### src/rtl/lfsr_bank_if.sv
// Seed-load request channel and sample-stream channel of the lfsr_bank.
// The bank itself uses the slave modport; a consumer or driver uses master.
interface lfsr_bank_if #(
  parameter int WIDTH    = 32,
  parameter int CHANNELS = 4
);
  localparam int CW = (CHANNELS > 1) ? $clog2(CHANNELS) : 1;

  logic                      seed_valid;
  logic                      seed_ready;
  logic [CW-1:0]             seed_chan;
  logic [WIDTH-1:0]          seed_data;
  logic                      out_valid;
  logic                      out_ready;
  logic [CHANNELS*WIDTH-1:0] out_data;

  modport master (
    output seed_valid, seed_chan, seed_data, out_ready,
    input  seed_ready, out_valid, out_data
  );

  modport slave (
    input  seed_valid, seed_chan, seed_data, out_ready,
    output seed_ready, out_valid, out_data
  );
endinterface

### src/rtl/lfsr_bank.sv
// Bank of independent XNOR Fibonacci LFSRs feeding p-bit update logic, with
// per-channel reseeding, all-ones lock-up protection and a warm-up phase.
module lfsr_bank #(
  parameter int               WIDTH        = 32,
  parameter int               CHANNELS     = 4,
  parameter logic [WIDTH-1:0] TAPS         = 32'h8020_0003,
  parameter int               STEP         = 1,
  parameter int               WARMUP       = 16,
  parameter logic [WIDTH-1:0] DEFAULT_SEED = 32'h0000_0001
) (
  input logic        clk,
  input logic        reset_n,
  lfsr_bank_if.slave bus
);
  localparam int CW = (CHANNELS > 1) ? $clog2(CHANNELS) : 1;

  typedef enum logic {ST_WARMUP, ST_RUN} state_t;
  localparam state_t RESET_STATE = (WARMUP == 0) ? ST_RUN : ST_WARMUP;

  state_t           r_state;
  logic [7:0]       r_count;
  logic [WIDTH-1:0] r_chan [CHANNELS];

  logic          w_outFire;
  logic          w_seedFire;
  logic          w_seedHit;
  logic [CW:0]   w_chanExt;

  // All-ones is the XNOR lock-up state, so it is nudged off by clearing bit 0.
  function automatic logic [WIDTH-1:0] fixSeed(input logic [WIDTH-1:0] s);
    return (&s) ? {s[WIDTH-1:1], 1'b0} : s;
  endfunction

  function automatic logic [WIDTH-1:0] resetSeed(input int idx);
    logic [WIDTH-1:0] v;
    v = DEFAULT_SEED + WIDTH'(idx);
    return fixSeed(v);
  endfunction

  function automatic logic [WIDTH-1:0] advance(input logic [WIDTH-1:0] s);
    logic [WIDTH-1:0] v;
    logic             fb;
    v = s;
    for (int k = 0; k < STEP; k++) begin
      fb = ~^(v & TAPS);
      v  = {v[WIDTH-2:0], fb};
    end
    return v;
  endfunction

  assign w_chanExt  = {1'b0, bus.seed_chan};
  assign w_outFire  = (r_state == ST_RUN) && bus.out_ready;
  assign w_seedFire = (r_state == ST_RUN) && bus.seed_valid;
  assign w_seedHit  = w_seedFire && (w_chanExt < (CW+1)'(CHANNELS));

  assign bus.out_valid  = (r_state == ST_RUN);
  assign bus.seed_ready = (r_state == ST_RUN);

  for (genvar g = 0; g < CHANNELS; g++) begin : gOut
    assign bus.out_data[g*WIDTH +: WIDTH] = r_chan[g];
  end

  // Warm-up free-runs every channel; in RUN a channel moves only on an output
  // handshake, except the addressed channel of an accepted seed which loads.
  always_ff @(posedge clk or negedge reset_n) begin
    if (!reset_n) begin
      r_state <= RESET_STATE;
      r_count <= 8'(WARMUP);
      for (int i = 0; i < CHANNELS; i++) begin
        r_chan[i] <= resetSeed(i);
      end
    end else begin
      case (r_state)
        ST_WARMUP: begin
          for (int i = 0; i < CHANNELS; i++) begin
            r_chan[i] <= advance(r_chan[i]);
          end
          r_count <= r_count - 8'd1;
          if (r_count <= 8'd1) begin
            r_state <= ST_RUN;
          end
        end
        ST_RUN: begin
          for (int i = 0; i < CHANNELS; i++) begin
            if (w_seedHit && (w_chanExt == (CW+1)'(i))) begin
              r_chan[i] <= fixSeed(bus.seed_data);
            end else if (w_outFire) begin
              r_chan[i] <= advance(r_chan[i]);
            end
          end
          if (w_seedHit && (WARMUP != 0)) begin
            r_state <= ST_WARMUP;
            r_count <= 8'(WARMUP);
          end
        end
        default: begin
          r_state <= RESET_STATE;
          r_count <= 8'(WARMUP);
        end
      endcase
    end
  end
endmodule

### src/flat_wrapper.sv
// flat-port wrapper written by rule: the top's interface ports become plain ports
module lfsr_bank_flat 
#(
  parameter int               WIDTH        = 32,
  parameter int               CHANNELS     = 4,
  parameter logic [WIDTH-1:0] TAPS         = 32'h8020_0003,
  parameter int               STEP         = 1,
  parameter int               WARMUP       = 16,
  parameter logic [WIDTH-1:0] DEFAULT_SEED = 32'h0000_0001
)
  (clk, reset_n, bus_seed_valid, bus_seed_chan, bus_seed_data, bus_out_ready, bus_seed_ready, bus_out_valid, bus_out_data);
  lfsr_bank_if #(.WIDTH(WIDTH), .CHANNELS(CHANNELS)) bus_i ();
  input logic clk;
  input logic reset_n;
  input wire logic [$bits(bus_i.seed_valid)-1:0] bus_seed_valid;
  input wire logic [$bits(bus_i.seed_chan)-1:0] bus_seed_chan;
  input wire logic [$bits(bus_i.seed_data)-1:0] bus_seed_data;
  input wire logic [$bits(bus_i.out_ready)-1:0] bus_out_ready;
  output wire logic [$bits(bus_i.seed_ready)-1:0] bus_seed_ready;
  output wire logic [$bits(bus_i.out_valid)-1:0] bus_out_valid;
  output wire logic [$bits(bus_i.out_data)-1:0] bus_out_data;
  assign bus_i.seed_valid = bus_seed_valid;
  assign bus_i.seed_chan = bus_seed_chan;
  assign bus_i.seed_data = bus_seed_data;
  assign bus_i.out_ready = bus_out_ready;
  assign bus_seed_ready = bus_i.seed_ready;
  assign bus_out_valid = bus_i.out_valid;
  assign bus_out_data = bus_i.out_data;
  lfsr_bank #(.WIDTH(WIDTH), .CHANNELS(CHANNELS), .TAPS(TAPS), .STEP(STEP), .WARMUP(WARMUP), .DEFAULT_SEED(DEFAULT_SEED)) u_core (.clk(clk), .reset_n(reset_n), .bus(bus_i));
endmodule
### config.mk
export PLATFORM = sky130hd
export DESIGN_NAME = lfsr_bank_flat
export DESIGN_NICKNAME = d
export VERILOG_FILES = /design/src/rtl/lfsr_bank_if.sv /design/src/rtl/lfsr_bank.sv /design/src/flat_wrapper.sv
export SDC_FILE = /design/constraint.sdc
export NUM_CORES = 1
export LEC_CHECK = 0
export CELL_PAD_IN_SITES_DETAIL_PLACEMENT = 0
export CELL_PAD_IN_SITES_GLOBAL_PLACEMENT = 2
export CORE_MARGIN = 4
export CORE_UTILIZATION = 31
export CTS_CLUSTER_DIAMETER = 150
export DETAILED_ROUTE_END_ITERATION = 16
export GPL_TIMING_DRIVEN = 0
export PLACE_DENSITY_LB_ADDON = 0.15
export SLEW_MARGIN = 20
export SYNTH_ARGS = -nofsm -noshare
export SYNTH_HDL_FRONTEND = slang
export SYNTH_SLANG_ARGS = --single-unit
### constraint.sdc
create_clock -name clk -period 4.7 [get_ports clk]
set_input_delay 0.705 -clock clk [delete_from_list [all_inputs] [get_ports clk]]
set_output_delay 0.705 -clock clk [all_outputs]
set_load 0.01 [all_outputs]
* Yosys cells after proc, flatten, opt, wreduce, memory -nomap -nowiden
Index checks and enable logic that the tools add are counted.
** Storage, ports and cells
- Input bits :: 38
- Output and inout bits :: 130
- Logic and storage cells :: 46
- Flip-flop bits (word level) :: 137
** Cells by class
- Bitwise operators :: 1
- Reduce and logical (&&, ||, !) cells :: 13
- Add/sub/neg operators :: 1
- Mux-type cells :: 15
- Magnitude comparators :: 2
- Equal/unequal tests :: 8
** Operators by type and width (number)
- 2-to-1 mux 32 bit :: 8
- one-hot mux 128 bit (2 select lines) :: 1
- XNOR reduction 32 bit :: 4
- AND reduction 32 bit :: 1
- one-hot mux 8 bit (2 select lines) :: 1
- != test 3 bit (second input constant) :: 4
- <= comparator 8 x 1 -> 1 bit (second input constant) :: 1
- 2-to-1 mux 8 bit :: 1
- subtractor 8 x 1 -> 8 bit (second input constant) :: 1
- logical AND 1 bit :: 7
- == test 2 bit (second input constant) :: 2
- zero test 3 bit :: 1
- < comparator 2 x 3 -> 1 bit (second input constant) :: 1
- 2-to-1 mux 1 bit :: 3
- == test 2 x 1 -> 1 bit (second input constant) :: 1
- != test 2 bit (second input constant) :: 1
- one-hot mux 1 bit (2 select lines) :: 1
- NOT 1 bit :: 1

* Depth between registers and ports, before layout
Gate-level depths: netlist (run 1).
- Depth after elaboration :: 5
- Depth in mapped cells :: 7
- Mapped depth without buffers :: 6

* Least setup slack after synthesis (run 1)
Ideal clock, no wire load.
- Path type :: input to register
- Start :: input port bus_seed_data[6]
- End :: register u_core.r_chan, in the netlist u_core.bus.out_data[96]
- Arrival :: 1601 ps
- Cell stages on the path :: 4
- Path slack :: 2968 ps
- Cell sequence :: nand4_1 or4_4 o21ai_4 o211ai_2
** Between the ends
- Word-level cells in the longest chain between the ends :: 4
** RTL lines
- start, declared :: line flat_wrapper.sv:17 : input wire logic [$bits(bus_i.seed_data)-1:0] bus_seed_data;
- AND reduction 32 bit :: line lfsr_bank.sv:31 : return (&s) ? {s[WIDTH-1:1], 1'b0} : s;
- 2-to-1 mux 1 bit :: line lfsr_bank.sv:31
- 2-to-1 mux 32 bit :: line lfsr_bank.sv:85 : if (w_seedHit && (w_chanExt == (CW+1)'(i))) begin
- one-hot mux 128 bit (2 select lines) :: line lfsr_bank.sv:73 : case (r_state)
- end signal, assigned by index :: line lfsr_bank.sv:76 : r_chan[i] <= advance(r_chan[i]);
- end signal, assigned by index :: line lfsr_bank.sv:86 : r_chan[i] <= fixSeed(bus.seed_data);
- end signal, assigned by index :: line lfsr_bank.sv:88 : r_chan[i] <= advance(r_chan[i]);
- end, declared :: line lfsr_bank.sv:22 : logic [WIDTH-1:0] r_chan [CHANNELS];
No other way between the ends.
A chain may end at the register's enable or synchronous reset.

* Final worst setup path (run 1)
- Start :: input port bus_seed_data[25]
- End :: register u_core.r_chan, in the netlist u_core.bus.out_data[96]
The elaborated chain is that of the path after synthesis.

==> results.md, run 1 <==
- Cell Pwr Density: 298 nW/µm²
- Top cell type's share of synthesized area: 50.7%
- Final Core Density: 44.7%
- Final wirelength: 23.2 mm
- Async set-reset flop share out of synthesis: 100%
- IO Port Bufs: roughly 160
- Diode count: 0
- Multiplexer area fraction after synthesis: 5.42%
- All-Layer GR Usage: approximately a fifth
- Post-cts resize count: 0
- Register area share after synthesis: 53.1%
- Num CTS Buffers: 17
- Worst Skew: between 0.008 and 0.009 ns
- DRT iter0 DRCs: 431
- Cell with the most instances after synthesis: nand2_1
- Final Wtd Congestion: 0.780
- Detailed Routing Iterations Pass 1: 5
- Netlist Area Pre-Place: 6470 µm²
- Hold_ws: between 0.2 and 0.25 ns
- Max_cap viols: 0
- Dpl ws: roughly 2.0 ns
- Main synth FF type: dfrtp_1
- Die area: around 23000 µm²
- Final cell count without fillers: between 1000 and 1500
- # IOs: about 170
- Hold Path Class: in2async
- First-pass GRT wire length: 36.5 mm
- Final count of pins violating max slew: 0
- Clock Path Buffers: 2
- Leakage: 3.99 nW
- Setup ws final: 2.39 ns
- CORE AREA: 20400 µm²
- H-tree depth: 4
- Total Power: 2.71 mW
- Clk root buf: clkbuf_16
- Status: completed
- Critical path capture point type: flop
- Clock Sinks: roughly 140
- Die W: 152 µm
- Clock Latency Late Sink: 0.41 ns
- Post-Synthesis Cells: 729
- Via/cell ratio: 5.17
- Post-route minimum period: approximately 2.3 ns
- Die height: 152 µm
- Worst Path Class, Setup: in2reg
- DP Wirelength: about 17 mm
- Post-synth EDFFs: 0
- Vias in the first global route: 6245
- Simple logic cell fraction of the synthesized area: 21.9%
- Slew HR: 55.6%
- Initial antenna violation count: 0
- Library cells used by synthesis: 40
- Initial Util: a little under a third
- Yosys Warn Count: 0
- Area delta synth->final: 40.8%
- Worst path required time: a little under 5 ns
- Post-synthesis xor/xnor area fraction: 2.13%
- Layout cell share with drive strength beyond 1: under 10%
- CTS tree: yes
- Setup bufs post-CTS: 0
- Fmax: 0.433 GHz
- Reg clk slew, reported paths: 0.06 ns
- # rows: 52
- Routed wire per std cell: between 15 and 20 µm
- Synth area leaders: dfrtp_1 51%, nand2_1 13%, a31oi_1 9.0%
- Maximum vdd drop: 0.239 mV
- Slew @ Worst Pin: 0.666 ns
- # DRC: 0
- Fin. Hold Viols: 0
- # hold bufs at CTS: 0
- Post-Synth Adder-Cell Area: less than 1%
- Final ANT Viol Nets: 0
- Flop and latch count out of synthesis: 137
- Unrepaired setup endpoints after global routing: false
- Period utilization: 49.1%
- Post-synth top area cell: dfrtp_1
- Grt total ovfl: 0
- Nets: 953
- Via count: roughly 6200
- CP Max Fanout: 5
- Worst setup SP type: input pin
- Syn_nets: just under 800
- Synth Area in Compound Gates: 13.2%
- Arrival time of the worst setup path: 2.58 ns
- Synth cell count leaders: 223 x nand2_1, 131 x dfrtp_1, 97 x nor2_1, 93 x a31oi_1, 35 x mux2i_1
- Largest net degree at the start of global routing: 81
- Post-Syn Area per Cell: 8.87 µm²
- Main combinational cell family by area after synthesis: simple AND/OR/NAND/NOR gates
- Final setup fails: 0
- Placed Cells: 1164
==> final timing paths <==
check | startpoint | end | slack (ns) | depth (start not counted)
setup / recovery | bus_seed_data[25] | u_core.bus.out_data[96] | 2.39 | 5
hold / removal | reset_n | u_core.bus.out_data[47] | 0.21 | 1
setup reg to reg | u_core.bus.out_valid | u_core.bus.out_data[20] | 2.74 | 5
hold reg to reg | u_core.bus.out_data[98] | u_core.bus.out_data[98] | 0.50 | 2
max in group asynchronous | reset_n | u_core.bus.out_data[64] | 3.66 | 2
min in group clk | u_core.bus.out_data[98] | u_core.bus.out_data[98] | 0.50 | 2
==> routing by layer <==
metal / global-route usage, % / vias up / routed length, µm
li1: - / 2856 / -
met1: 27.4 / 3060 / 10600
met2: 30.8 / 226 / 10600
met3: 5.03 / 33 / 1540
met4: 6.49 / 0 / 501
met5: 0 / - / 0
==> final cells by class <==
class	count	area (µm²)
plain buffers	55	243
clock buffers	21	460
clock inverters	10	168
fillers	1983	11300
inverters	2	7.51
multi-input cells	535	2780
flip-flops and latches	137	3440
well taps	270	338
repair buffers	165	1670
==> logic make-up after synthesis <==
family / count (synthesis)
flops: 137
fa+ha+maj: 2
mux: 35
simple gates: 349
buf+inv: 57
xor+xnor: 11
compound gates: 138
==> worst max-delay path: stages <==
cell	delay (ns)
clkdlybuf4s50_1	0.68
nand4_1	0.19
or4_1	0.64
o21ai_4	0.24
o211ai_2	0.11
==> power by group <==
| group | switching (mW) | internal (mW) | leakage (nW) |
|---|---|---|---|
| registers | 0 | 1.18 | 1.53 |
| logic | 0.0577 | 0.0312 | 2.15 |
| clock network | 0.524 | 0.918 | 0.304 |
| total | 0.581 | 2.13 | 3.99 |
==> state kept, by name, summed over array words and instances, names as in the netlist <==
register,cells
u_core.bus.out_data,128
u_core.r_count,8
u_core.bus.out_valid,1
==> cell usage in the layout, fill, tap and decap left out, drive strengths merged, types with 4 or more instances in the layout <==
cell,count
a31oi,93
buf,25
bufinv,4
clkbuf,53
clkdlybuf4s50,163
clkinv,4
dfrtp,131
dfstp,6
mux2i,35
nand2,223
nand4,9
nor2,97
o21ai,36
xnor2,4
xor2,4
==> stage by stage <==
step,instance area (µm²),TNS [ns]
after floorplan,6470,0
after global placement,8450,-377.22
after detailed placement,8480,0
after CTS,9110,0
after global routing,9110,0
final,9110,0
Note: power is estimated with default switching activity, not from simulation.
==> inputs of run 2 (changes only) <==
--- a/config.mk
+++ b/config.mk
@@ -8,7 +8,7 @@
 export CELL_PAD_IN_SITES_DETAIL_PLACEMENT = 0
 export CELL_PAD_IN_SITES_GLOBAL_PLACEMENT = 2
 export CORE_MARGIN = 4
-export CORE_UTILIZATION = 31
+export CORE_UTILIZATION = 26
 export CTS_CLUSTER_DIAMETER = 150
 export DETAILED_ROUTE_END_ITERATION = 16
 export GPL_TIMING_DRIVEN = 0
==> constraint.sdc (replaced) <==
create_clock -name clk -period 1.9 [get_ports clk]
set_input_delay 0.285 -clock clk [delete_from_list [all_inputs] [get_ports clk]]
set_output_delay 0.285 -clock clk [all_outputs]
set_load 0.01 [all_outputs]
==> run 2 against run 1 <==
Sequential power grew 150%. Critical path depth fell by 4. Cell count up 5.4%. Non-clock buffer count rose by 10. Critical path type is now reg2out. Highest routed layer unchanged.
==> results.md, run 2 (synthesized netlist as in run 1, its figures left out) <==
- Status: completed
- Maximum vdd drop: 0.506 mV (+110%)
- Die height: 166 µm (+8.7%)
- Register share of total power: 42.3% (-1.2 points)
- Detailed Routing Iterations Pass 1: 5 (unchanged)
- # DRC: 0 (unchanged)
- Num CTS Buffers: 17 (unchanged)
- Setup TNS: 0 ns (unchanged)
- All-Layer GR Usage: 18.5% (-1.4 points)
- Dpl ws: -0.461 ns (-2.43 ns)
- Largest net degree at the start of global routing: 80 (-1.2%)
- DP Wirelength: 17.9 mm (+5.7%)
- Most common cell after layout, fill and taps aside: nand2_1
- Diode count: 0 (unchanged)
- R2r worst-path depth: 6 (+1)
- Via/cell ratio: 4.83 (-6.5%)
- IO Port Bufs: 164 (unchanged)
- P_sw: 1.57 mW (+170%)
- Slowest cell delay on critical path: 0.60 ns (-0.08 ns)
- Die W: 166 µm (+8.7%)
- Period utilization: 98.3%
- Nets: 963 (+1.0%)
- Fillers: 2507 (+26%)
- Slew @ Worst Pin: 0.705 ns (+0.0388 ns)
- Most frequent cells in the layout: 223 x nand2_1, 159 x clkdlybuf4s50_1, 131 x dfrtp_1
- Worst path required time: 1.62 ns (-3.35 ns)
- First-pass GRT wire length: 39.2 mm (+7.5%)
- Placed inst area: 8550 µm² (+0.80%)
- Via count: 6087 (-1.4%)
- CTS tree: yes
- Reg clk slew, reported paths: 0.06 ns (about the same)
- Worst Skew: 0.00747 ns (-0.000680 ns)
- Final ANT Viol Nets: 0 (unchanged)
- Met1 WL: 11.9 mm (+13%)
- Hold Path Class: in2reg
- CP delay by family, top: buffers and inverters
- Max FFs per register: 128 (unchanged)
- Final cell count without fillers: 1260 (+5.4%)
- Die area: 27500 µm² (+18%)
- Switching Fraction: 22.7% (+1.3 points)
- Worst setup SP type: flop
- Top Layer Used: met4
- Gate power share: 3.2% (about the same)
- CP max-delay cell: clkdlybuf4s50_1
- Setup ws final: 0.0327 ns (-2.36 ns)
- Final Wtd Congestion: 0.736 (-5.6%)
- Final count of pins violating max slew: 0 (unchanged)
- CP Max Fanout: 3 (-2)
- Max_cap viols: 0 (unchanged)
- Fmax: 0.536 GHz
- Critical path capture point type: output pin
- Post-route minimum period: between 1.5 and 2 ns
- Worst Hold Launch: bus_seed_valid
- Slew HR: 53.0% (-2.6 points)
- Grt total ovfl: 0 (unchanged)
- Initial Util: 26.5% (-5.2 points)
- Reg-to-reg slack, setup: 0.14 ns (-2.60 ns)
- Crit-path cells: clkdlybuf4s50_1
- Routed wire per std cell: 19.9 µm (+2.6%)
- Clock Latency Late Sink: 0.43 ns (+0.02 ns)
- CORE AREA: 24400 µm² (+20%)
- Reg2reg start: u_core.bus.out_valid
- Hold_ws: 0.195 ns (-0.0132 ns)
- Clk root buf: clkbuf_16
- Unrepaired setup endpoints after global routing: false
- Critical R2R Capture: u_core.bus.out_data[52]
- Placed Cells: 1218 (+4.6%)
- Crit path buffers/inverters: 1 (unchanged)
- Hold path depth: 3
- Layout cell share with drive strength beyond 1: 9.62% (+2.3 points)
- Internal: 5.34 mW (+150%)
- Final wirelength: 25.1 mm (+8.2%)
- Final instance area: 9320 µm² (+2.3%)
- # IOs: 168 (unchanged)
- # rows: 57 (+9.6%)
- Fin. Hold Viols: 0 (unchanged)
- Clock Path Buffers: 2 (unchanged)
- Met2 WL: 11.3 mm (+7.3%)
- Detail Route met3 WL: 1.47 mm (-4.8%)
- Hold Path End: u_core.r_count[4]
- Cell Pwr Density: 741 nW/µm² (+150%)
- Initial antenna violation count: 0 (unchanged)
- Clock Sinks: 137 (unchanged)
- Arrival time of the worst setup path: 1.58 ns (-1.00 ns)
- Final setup fails: 0 (unchanged)
- Leakage: 4.10 nW (+2.7%)
- H-tree depth: 4 (unchanged)
- Clock Power Share: 54.5% (+1.3 points)
- DRT iter0 DRCs: 410 (-4.9%)
- Worst Path Class, Setup: reg2out
- Crit. path cell count: 1 (-4)
- Vias in the first global route: 6269 (+0.38%)
- Area delta synth->final: 44.1%
## run 2: cell types whose count changed in the layout (fill, tap and decap cells not counted), sizes merged
cell           before  now
buf                25   32
clkdlybuf4s50     163  159
clkinvlp            1    3
dlygate4sd2         0    2
dlymetal6s2s        0    2
bufinv              4    5
clkbuf             53   52
dlygate4sd3         0    1
inv                 3    4
## run 2: layer usage
metal  global-route usage [%]  up-vias
met1                     26.6     3000
met3                     4.93       20
met5                        0        -
li1                         -     2878
met4                     4.30        0
met2                     27.8      189
## run 2: worst max-delay path by stage
stage / slack [ns] / from / to
2_1_floorplan: 0.35 / u_core.bus.out_valid / u_core.r_count[7]
3_3_place_gp: -5.73 / reset_n / u_core.bus.out_data[122]
3_5_place_dp: -0.46 / bus_seed_data[24] / u_core.bus.out_data[32]
4_1_cts: 0.007 / u_core.bus.out_data[0] / bus_out_data[0]
5_1_grt: 0.0003 / u_core.bus.out_data[0] / bus_out_data[0]
6_report: 0.03 / u_core.bus.out_data[0] / bus_out_data[0]
## run 2: per-stage QoR
step                total power, mW  utilization (%)
global route                   7.14             38.2
detailed placement             3.20             35.0
floorplan                      2.99                -
CTS                            6.99             37.9
global placement               3.20             34.9
finish                         6.90             38.2
## run 2: area by class of cell
type,count,area (µm²),area share (%)
plain buffers,55,274,2.94
clock buffers,18,429,4.60
multi-input cells,535,2780,29.8
flip-flops and latches,137,3440,36.9
clock inverters,14,221,2.38
well taps,324,405,4.35
inverters,2,7.51,0.0805
repair buffers,175,1770,19.0
## run 2: power by group through the flow
| stage | logic, mW | clock network [mW] | registers [mW] |
|---|---|---|---|
| floorplan | 0.0165 | 0 | 2.97 |
| global placement | 0.224 | 0 | 2.97 |
| detailed placement | 0.231 | 0 | 2.97 |
| CTS | 0.234 | 3.84 | 2.92 |
| global route | 0.248 | 3.97 | 2.92 |
| finish | 0.224 | 3.76 | 2.92 |
## run 2: what timing repair did
item,4_1_cts,5_1_grt
setup buffers,4,5
hold endpoints to repair,58,0
pin swaps,0,1
hold buffers,1,0
endpoints found under the setup margin,43,123
resized for setup,5,30
## run 2: worst reg2reg max path: cells and delay by family (launching register included)
family	cells	cell delay [ns]
AND/OR/NAND/NOR	2	0.20
flip-flops	1	0.40
buffers and inverters	3	0.91
AO/OA/AOI/OAI	1	0.16
